$ cat src/rtl/usb_tx_buf_src_if.sv
// usb_tx_buf_src_if: command, TX-buffer RAM and packet-generator signals
// for usb_tx_buf_src. The master modport is the buffer source itself; the
// slave modport is the surrounding endpoint logic, RAM and usb_tx_pkt.
interface usb_tx_buf_src_if #(
  parameter int ADDR_W = 11
);
  // command channel from endpoint logic
  logic              cmd_valid;
  logic              cmd_ready;
  logic [3:0]        cmd_pid;
  logic [ADDR_W-1:0] cmd_addr;
  logic [9:0]        cmd_len;
  // synchronous-read TX buffer RAM
  logic [ADDR_W-1:0] buf_addr;
  logic              buf_re;
  logic [7:0]        buf_rdata;
  // packet generator side
  logic              pkt_start;
  logic              pkt_done;
  logic [3:0]        pkt_pid;
  logic [9:0]        pkt_len;
  logic [7:0]        pkt_data;
  logic              pkt_data_ack;

  modport master (
    input  cmd_valid, cmd_pid, cmd_addr, cmd_len, buf_rdata, pkt_done, pkt_data_ack,
    output cmd_ready, buf_addr, buf_re, pkt_start, pkt_pid, pkt_len, pkt_data
  );

  modport slave (
    output cmd_valid, cmd_pid, cmd_addr, cmd_len, buf_rdata, pkt_done, pkt_data_ack,
    input  cmd_ready, buf_addr, buf_re, pkt_start, pkt_pid, pkt_len, pkt_data
  );
endinterface

$ cat src/rtl/usb_tx_buf_src.sv
// usb_tx_buf_src: takes one transmit command, prefetches the first payload
// byte from the TX buffer RAM, starts usb_tx_pkt and refills pkt_data on
// every consumer ack until the packet generator reports pkt_done.
// Optional protocol checker (sticky err output) enabled by defining
// USB_TX_BUF_SRC_CHECK_EN.
module usb_tx_buf_src #(
  parameter int ADDR_W = 11
) (
  input  logic             clk_48m,
  input  logic             rst,
  usb_tx_buf_src_if.master bus,
  output logic             busy,
  output logic             done
`ifdef USB_TX_BUF_SRC_CHECK_EN
  ,
  output logic             err
`endif
);

  typedef enum logic [2:0] {
    S_IDLE,
    S_PREFETCH,
    S_PRE_CAP,
    S_START,
    S_XFER,
    S_WAIT_DONE
  } state_t;

  state_t            state_reg, state_next;
  logic [ADDR_W-1:0] ptr_reg, ptr_next;
  logic [9:0]        rem_reg, rem_next;
  logic [3:0]        pid_reg, pid_next;
  logic [9:0]        len_reg, len_next;
  logic [7:0]        data_reg;
  logic              refill_reg, refill_next;
  logic              done_reg, done_next;
  logic              rdy_en_reg;
  logic              rd_en;
  logic              capture;

  // The RAM returns data one cycle after a read; capture it either in the
  // second prefetch cycle or in the cycle after an ack-triggered refill.
  assign capture = (state_reg == S_PRE_CAP) || refill_reg;

  // State and datapath registers
  always_ff @(posedge clk_48m) begin
    if (rst) begin
      state_reg  <= S_IDLE;
      ptr_reg    <= '0;
      rem_reg    <= '0;
      pid_reg    <= '0;
      len_reg    <= '0;
      data_reg   <= '0;
      refill_reg <= 1'b0;
      done_reg   <= 1'b0;
    end else begin
      state_reg  <= state_next;
      ptr_reg    <= ptr_next;
      rem_reg    <= rem_next;
      pid_reg    <= pid_next;
      len_reg    <= len_next;
      refill_reg <= refill_next;
      done_reg   <= done_next;
      if (capture) begin
        data_reg <= bus.buf_rdata;
      end
    end
  end

  // Holds cmd_ready low until the first cycle after reset is released
  always_ff @(posedge clk_48m) begin
    if (rst) begin
      rdy_en_reg <= 1'b0;
    end else begin
      rdy_en_reg <= 1'b1;
    end
  end

  // Next-state logic, RAM read strobe and pointer/count updates
  always_comb begin
    state_next  = state_reg;
    ptr_next    = ptr_reg;
    rem_next    = rem_reg;
    pid_next    = pid_reg;
    len_next    = len_reg;
    refill_next = 1'b0;
    done_next   = 1'b0;
    rd_en       = 1'b0;
    case (state_reg)
      S_IDLE: begin
        if (bus.cmd_valid && rdy_en_reg) begin
          pid_next   = bus.cmd_pid;
          len_next   = bus.cmd_len;
          ptr_next   = bus.cmd_addr;
          rem_next   = bus.cmd_len;
          state_next = (bus.cmd_len != 10'd0) ? S_PREFETCH : S_START;
        end
      end
      S_PREFETCH: begin
        rd_en      = 1'b1;
        state_next = S_PRE_CAP;
      end
      S_PRE_CAP: begin
        ptr_next   = ptr_reg + ADDR_W'(1);
        state_next = S_START;
      end
      S_START: begin
        state_next = (len_reg != 10'd0) ? S_XFER : S_WAIT_DONE;
      end
      S_XFER: begin
        // an early pkt_done wins over a coincident ack
        if (bus.pkt_done) begin
          state_next = S_IDLE;
          done_next  = 1'b1;
        end else if (bus.pkt_data_ack) begin
          rem_next = rem_reg - 10'd1;
          if (rem_reg > 10'd1) begin
            rd_en       = 1'b1;
            ptr_next    = ptr_reg + ADDR_W'(1);
            refill_next = 1'b1;
          end else begin
            state_next = S_WAIT_DONE;
          end
        end
      end
      S_WAIT_DONE: begin
        if (bus.pkt_done) begin
          state_next = S_IDLE;
          done_next  = 1'b1;
        end
      end
      default: state_next = S_IDLE;
    endcase
  end

  assign bus.cmd_ready = (state_reg == S_IDLE) && rdy_en_reg;
  assign bus.buf_re    = rd_en;
  assign bus.buf_addr  = ptr_reg;
  assign bus.pkt_start = (state_reg == S_START);
  assign bus.pkt_pid   = pid_reg;
  assign bus.pkt_len   = len_reg;
  assign bus.pkt_data  = data_reg;
  assign busy          = (state_reg != S_IDLE);
  assign done          = done_reg;

`ifdef USB_TX_BUF_SRC_CHECK_EN
  logic err_reg;
  logic err_evt;

  assign err_evt = (bus.pkt_data_ack && (state_reg != S_XFER)) ||
                   (bus.pkt_done && (state_reg == S_XFER) && (rem_reg != 10'd0)) ||
                   (bus.pkt_done && ((state_reg == S_PREFETCH) ||
                                     (state_reg == S_PRE_CAP)  ||
                                     (state_reg == S_START)));

  // Sticky protocol-violation flag, cleared only by reset
  always_ff @(posedge clk_48m) begin
    if (rst) begin
      err_reg <= 1'b0;
    end else if (err_evt) begin
      err_reg <= 1'b1;
    end
  end

  assign err = err_reg;
`endif

endmodule
$ cat src/flat_wrapper.sv
// flat-port wrapper written by rule: the top's interface ports become plain ports
module usb_tx_buf_src_flat 
#(
  parameter int ADDR_W = 11
)
  (clk_48m, rst, busy, done, bus_cmd_valid, bus_cmd_pid, bus_cmd_addr, bus_cmd_len, bus_buf_rdata, bus_pkt_done, bus_pkt_data_ack, bus_cmd_ready, bus_buf_addr, bus_buf_re, bus_pkt_start, bus_pkt_pid, bus_pkt_len, bus_pkt_data);
  usb_tx_buf_src_if #(.ADDR_W(ADDR_W)) bus_i ();
  input  logic clk_48m;
  input  logic rst;
  output logic busy;
  output logic done;
  input wire logic [$bits(bus_i.cmd_valid)-1:0] bus_cmd_valid;
  input wire logic [$bits(bus_i.cmd_pid)-1:0] bus_cmd_pid;
  input wire logic [$bits(bus_i.cmd_addr)-1:0] bus_cmd_addr;
  input wire logic [$bits(bus_i.cmd_len)-1:0] bus_cmd_len;
  input wire logic [$bits(bus_i.buf_rdata)-1:0] bus_buf_rdata;
  input wire logic [$bits(bus_i.pkt_done)-1:0] bus_pkt_done;
  input wire logic [$bits(bus_i.pkt_data_ack)-1:0] bus_pkt_data_ack;
  output wire logic [$bits(bus_i.cmd_ready)-1:0] bus_cmd_ready;
  output wire logic [$bits(bus_i.buf_addr)-1:0] bus_buf_addr;
  output wire logic [$bits(bus_i.buf_re)-1:0] bus_buf_re;
  output wire logic [$bits(bus_i.pkt_start)-1:0] bus_pkt_start;
  output wire logic [$bits(bus_i.pkt_pid)-1:0] bus_pkt_pid;
  output wire logic [$bits(bus_i.pkt_len)-1:0] bus_pkt_len;
  output wire logic [$bits(bus_i.pkt_data)-1:0] bus_pkt_data;
  assign bus_i.cmd_valid = bus_cmd_valid;
  assign bus_i.cmd_pid = bus_cmd_pid;
  assign bus_i.cmd_addr = bus_cmd_addr;
  assign bus_i.cmd_len = bus_cmd_len;
  assign bus_i.buf_rdata = bus_buf_rdata;
  assign bus_i.pkt_done = bus_pkt_done;
  assign bus_i.pkt_data_ack = bus_pkt_data_ack;
  assign bus_cmd_ready = bus_i.cmd_ready;
  assign bus_buf_addr = bus_i.buf_addr;
  assign bus_buf_re = bus_i.buf_re;
  assign bus_pkt_start = bus_i.pkt_start;
  assign bus_pkt_pid = bus_i.pkt_pid;
  assign bus_pkt_len = bus_i.pkt_len;
  assign bus_pkt_data = bus_i.pkt_data;
  usb_tx_buf_src #(.ADDR_W(ADDR_W)) u_core (.clk_48m(clk_48m), .rst(rst), .bus(bus_i), .busy(busy), .done(done));
endmodule
$ cat config.mk
export PLATFORM = sky130hd
export DESIGN_NAME = usb_tx_buf_src_flat
export DESIGN_NICKNAME = d
export VERILOG_FILES = /design/src/rtl/usb_tx_buf_src_if.sv /design/src/rtl/usb_tx_buf_src.sv /design/src/flat_wrapper.sv
export SDC_FILE = /design/constraint.sdc
export NUM_CORES = 1
export LEC_CHECK = 0
export BUFFER_PORTS_ARGS = -buffer_cell sky130_fd_sc_hd__buf_2
export CAP_MARGIN = 20
export CORE_ASPECT_RATIO = 1.75
export CORE_MARGIN = 5
export CORE_UTILIZATION = 54
export CTS_BUF_LIST = sky130_fd_sc_hd__clkbuf_8
export DETAILED_ROUTE_END_ITERATION = 10
export PLACE_DENSITY = 0.83
export SLEW_MARGIN = 20
export SYNTH_ARGS = -nofsm -noshare
export SYNTH_HDL_FRONTEND = slang
export SYNTH_SLANG_ARGS = --single-unit
$ cat constraint.sdc
create_clock -name clk_48m -period 3.8 [get_ports clk_48m]
set_clock_uncertainty 0.05 [all_clocks]
set_input_delay 0.76 -clock clk_48m [delete_from_list [all_inputs] [get_ports clk_48m]]
set_output_delay 0.76 -clock clk_48m [all_outputs]
set_load 0.01 [all_outputs]
==> impl_metrics.toml <==
[synthesis]
synth-main-ff-cell = "dfxtp_1"
yosysWarnings = 0
ys_seq_area_share_pct = 37.4
netlist_area_mm2 = 0.00262
syn-num-nets = 368
synth.avg_cell_area_um2 = 8.01
synth-seq-cells = 49
synth_mux_area_share_pct = 3.49
synth_edf_count = 0
synth.distinct_cells = 53
synth_compound_area_share_pct = 24.0
synth_top_family_by_area = "simple AND/OR/NAND/NOR gates"
synth_xor_area_share_pct = 0.334
synthAdderAreaFrac_pct = 1.43
async_flop_share_pct = 0
synth-simple-area-share_pct = 27.8
synth_cells = 327

[detailed_routing]
via_per_inst = 6.42
totalWireLength_um = 7530
drt_iter0_drc = 175
drc = 0
firstDrtPassIters = 5
wire_per_inst_um = 17.2
num_vias = 2820
postRouteAntennaNets = 0

[critical_path]
crit_path_start_kind = "flop"
required_ns = 2.99
path_max_fanout = 7
worst_setup_path_end_kind = "output port"
path_class = "flop to output port"
cp.arrival_ns = 1.97

[clock_network]
htree_levels = 2
cts_setup_buffers = 0
clk_path_buf_depth = 2
cts_hold_buf = 0
insertion_delay_ns = 0.31
post_cts_resized = 0
cts_buffers = 5
cts.sink_count = 49
cts_tree = "yes"
clkTransAtPathRegs_ns = 0.10
cts-root-buf = "clkbuf_8"

[finish]
n_antenna_cell = 0
drive_gt1_share_pct = 24.5
multiInputGateArea_mm2 = 0.00150
register_area_um2 = 981
areaGrowthSynthToFinish_pct = 16.8
fin_cells = 439
largest_reg_flops = 11
fillers = 436
final_nets = 427

[sta]
period_share_pct = 73.1
relSlewSlack_pct = 41.5
post-route-min-period_ns = 2.78
hold_viol = 0
fin_ws_ns = 1.02
setup-violations-final = 0
worst_slew_pin_slew_ns = 0.871
fin_setup_tns_ns = 0
timing.fmax_mhz = 360
rsz0062_at_grt = "no"
maxSlewViolCount = 0

[placement]
place_ws_ns = 1.24
place_inst = 431
io_buffers = 75
place.gp.congestion = 0.938
dpl.hpwl_um = 5580

[status]
outcome = "complete, no violations"

[floorplanning]
placementRows = 33
core_area_mm2 = 0.00471
dieArea_mm2 = 0.00640
die_width_um = 62.7
floorplan.initialDensity_pct = 55.7
chipHeight_um = 102
ioPinCount = 76

[power]
ir_drop_uv = 374
powerDensity_mw_per_mm2 = 528
p_leak_nw = 1.30
finalPower_mw = 1.62

[grt]
grt_start_max_net_pins = 47
grtUsageTotal_pct = 23.8
grt_pass1_vias = 2757
overflow = 0
grt_pass1_wl_um = 12400
antenna_found_initial = 0

[worst_hold_path]
hp-class = "flop to flop"

[job]
maxCapViolCount = 0
## critical path, stage by stage (launching register included)
cell and delay, ns:
dfxtp_1 0.43, inv_1 0.07, ha_1 0.26, nor2_1 0.33, nand3b_1 0.18, nand3_1 0.08
a21oi_1 0.16, buf_2 0.16
## layout by cell type (no fill, tap or decap), types with 3 or more instances in the layout
cell       n
a211oi_1   9
o31ai_1    4
or4_1      3
nand2_1   46
buf_2     75
nand3_1   11
nor4b_1    3
clkbuf_8   5
ha_1       3
a211o_1    5
nor4_1     9
dfxtp_1   49
a21oi_1   32
nand4_1    5
nor3_1     9
and3_1     4
nor2_1    24
inv_1      9
o31a_1     5
o21ai_0   11
o311ai_0   3
o32ai_1    5
mux2i_1    8
nand3b_1   5
a21o_1     3
a31oi_1    4
## cells in the mapped netlist, types with 2 or more instances
cell      count  area share, %
nor3_1        9            1.7
a21o_1        3           0.86
nor4_1        9            2.1
a21oi_1      32            6.1
nand3b_1      5            1.4
o31a_1        5            1.7
a31oi_1       4           0.95
and4_1        2           0.67
nand4b_1      2           0.67
o311ai_0      3            1.0
o21ai_0      11            2.1
o32ai_1       5            1.7
nor2b_1       2           0.48
nand4_1       5            1.2
a311oi_1      2           0.67
and2_1        2           0.48
nor4b_1       3            1.0
nor2_1       24            3.4
buf_4         2           0.57
o31ai_1       4            1.1
nand3_1      11            2.1
a211oi_1      9            2.6
ha_1          3            1.4
or3b_2        2           0.67
inv_1         9            1.3
nand2b_1      2           0.48
nand2_1      46            6.6
a211o_1       5            1.7
mux2i_1       8            3.1
or4_1         3           0.86
clkbuf_1     21            3.0
dfxtp_1      49             37
or3b_1        2           0.67
and3_1        4           0.95
## report_power, final
group          leakage (nW)  total, mW  internal [mW]  switching, mW
logic                 0.860      0.576          0.240          0.336
registers             0.399      0.716          0.590          0.126
clock network        0.0447      0.324          0.133          0.191
## per-layer routing
metal | GRT usage (%) | wire [um] | share of wire (%) | vias to the layer above
met2 | 42.7 | 3960 | 53 | 159
met1 | 24.6 | 2650 | 35 | 1300
met5 | 0 | 0 | 0 | -
met4 | 15.7 | 354 | 4.7 | 0
li1 | - | - | - | 1329
met3 | 5.06 | 575 | 7.6 | 32
## cell families (layout without fill, tap and decap cells)
family | count (synthesis) | count (layout)
adders and majority gates | 3 | 3
AOI/OAI and AO/OA | 93 | 93
buffers and inverters | 34 | 94
DFF | 49 | 49
and+or+nand+nor | 138 | 138
muxes | 9 | 9
xor gates and xnor gates | 1 | 1
## layout make-up
class / instances / area share [%]
well taps: 52 / 2.13
flip-flops and latches: 49 / 32.1
repair buffers: 77 / 12.8
clock inverters: 3 / 0.818
clock buffers: 5 / 2.25
multi-input cells: 244 / 48.9
inverters: 9 / 1.10
## through the flow
step                      util, %  hold slack (ns)  instance area (um^2)
final                        65.0            0.411                  3060
after global routing         65.0            0.440                  3060
after CTS                    65.0            0.414                  3060
after detailed placement     63.0            0.400                  2970
after global placement       63.0            0.390                  2970
after floorplan                 -            0.404                  2620
## worst paths after layout
kind              slack (ns)  depth (start not counted)                   from                endpoint
setup reg to reg        1.22                          4    u_core.state_reg[2]  u_core.bus.buf_addr[4]
hold / removal          0.41                          2  u_core.bus.pkt_pid[0]   u_core.bus.pkt_pid[0]
hold reg to reg         0.41                          2  u_core.bus.pkt_pid[0]   u_core.bus.pkt_pid[0]
setup / recovery        1.02                          7      u_core.rem_reg[0]              bus_buf_re
Power figures use the tool's default switching activity.
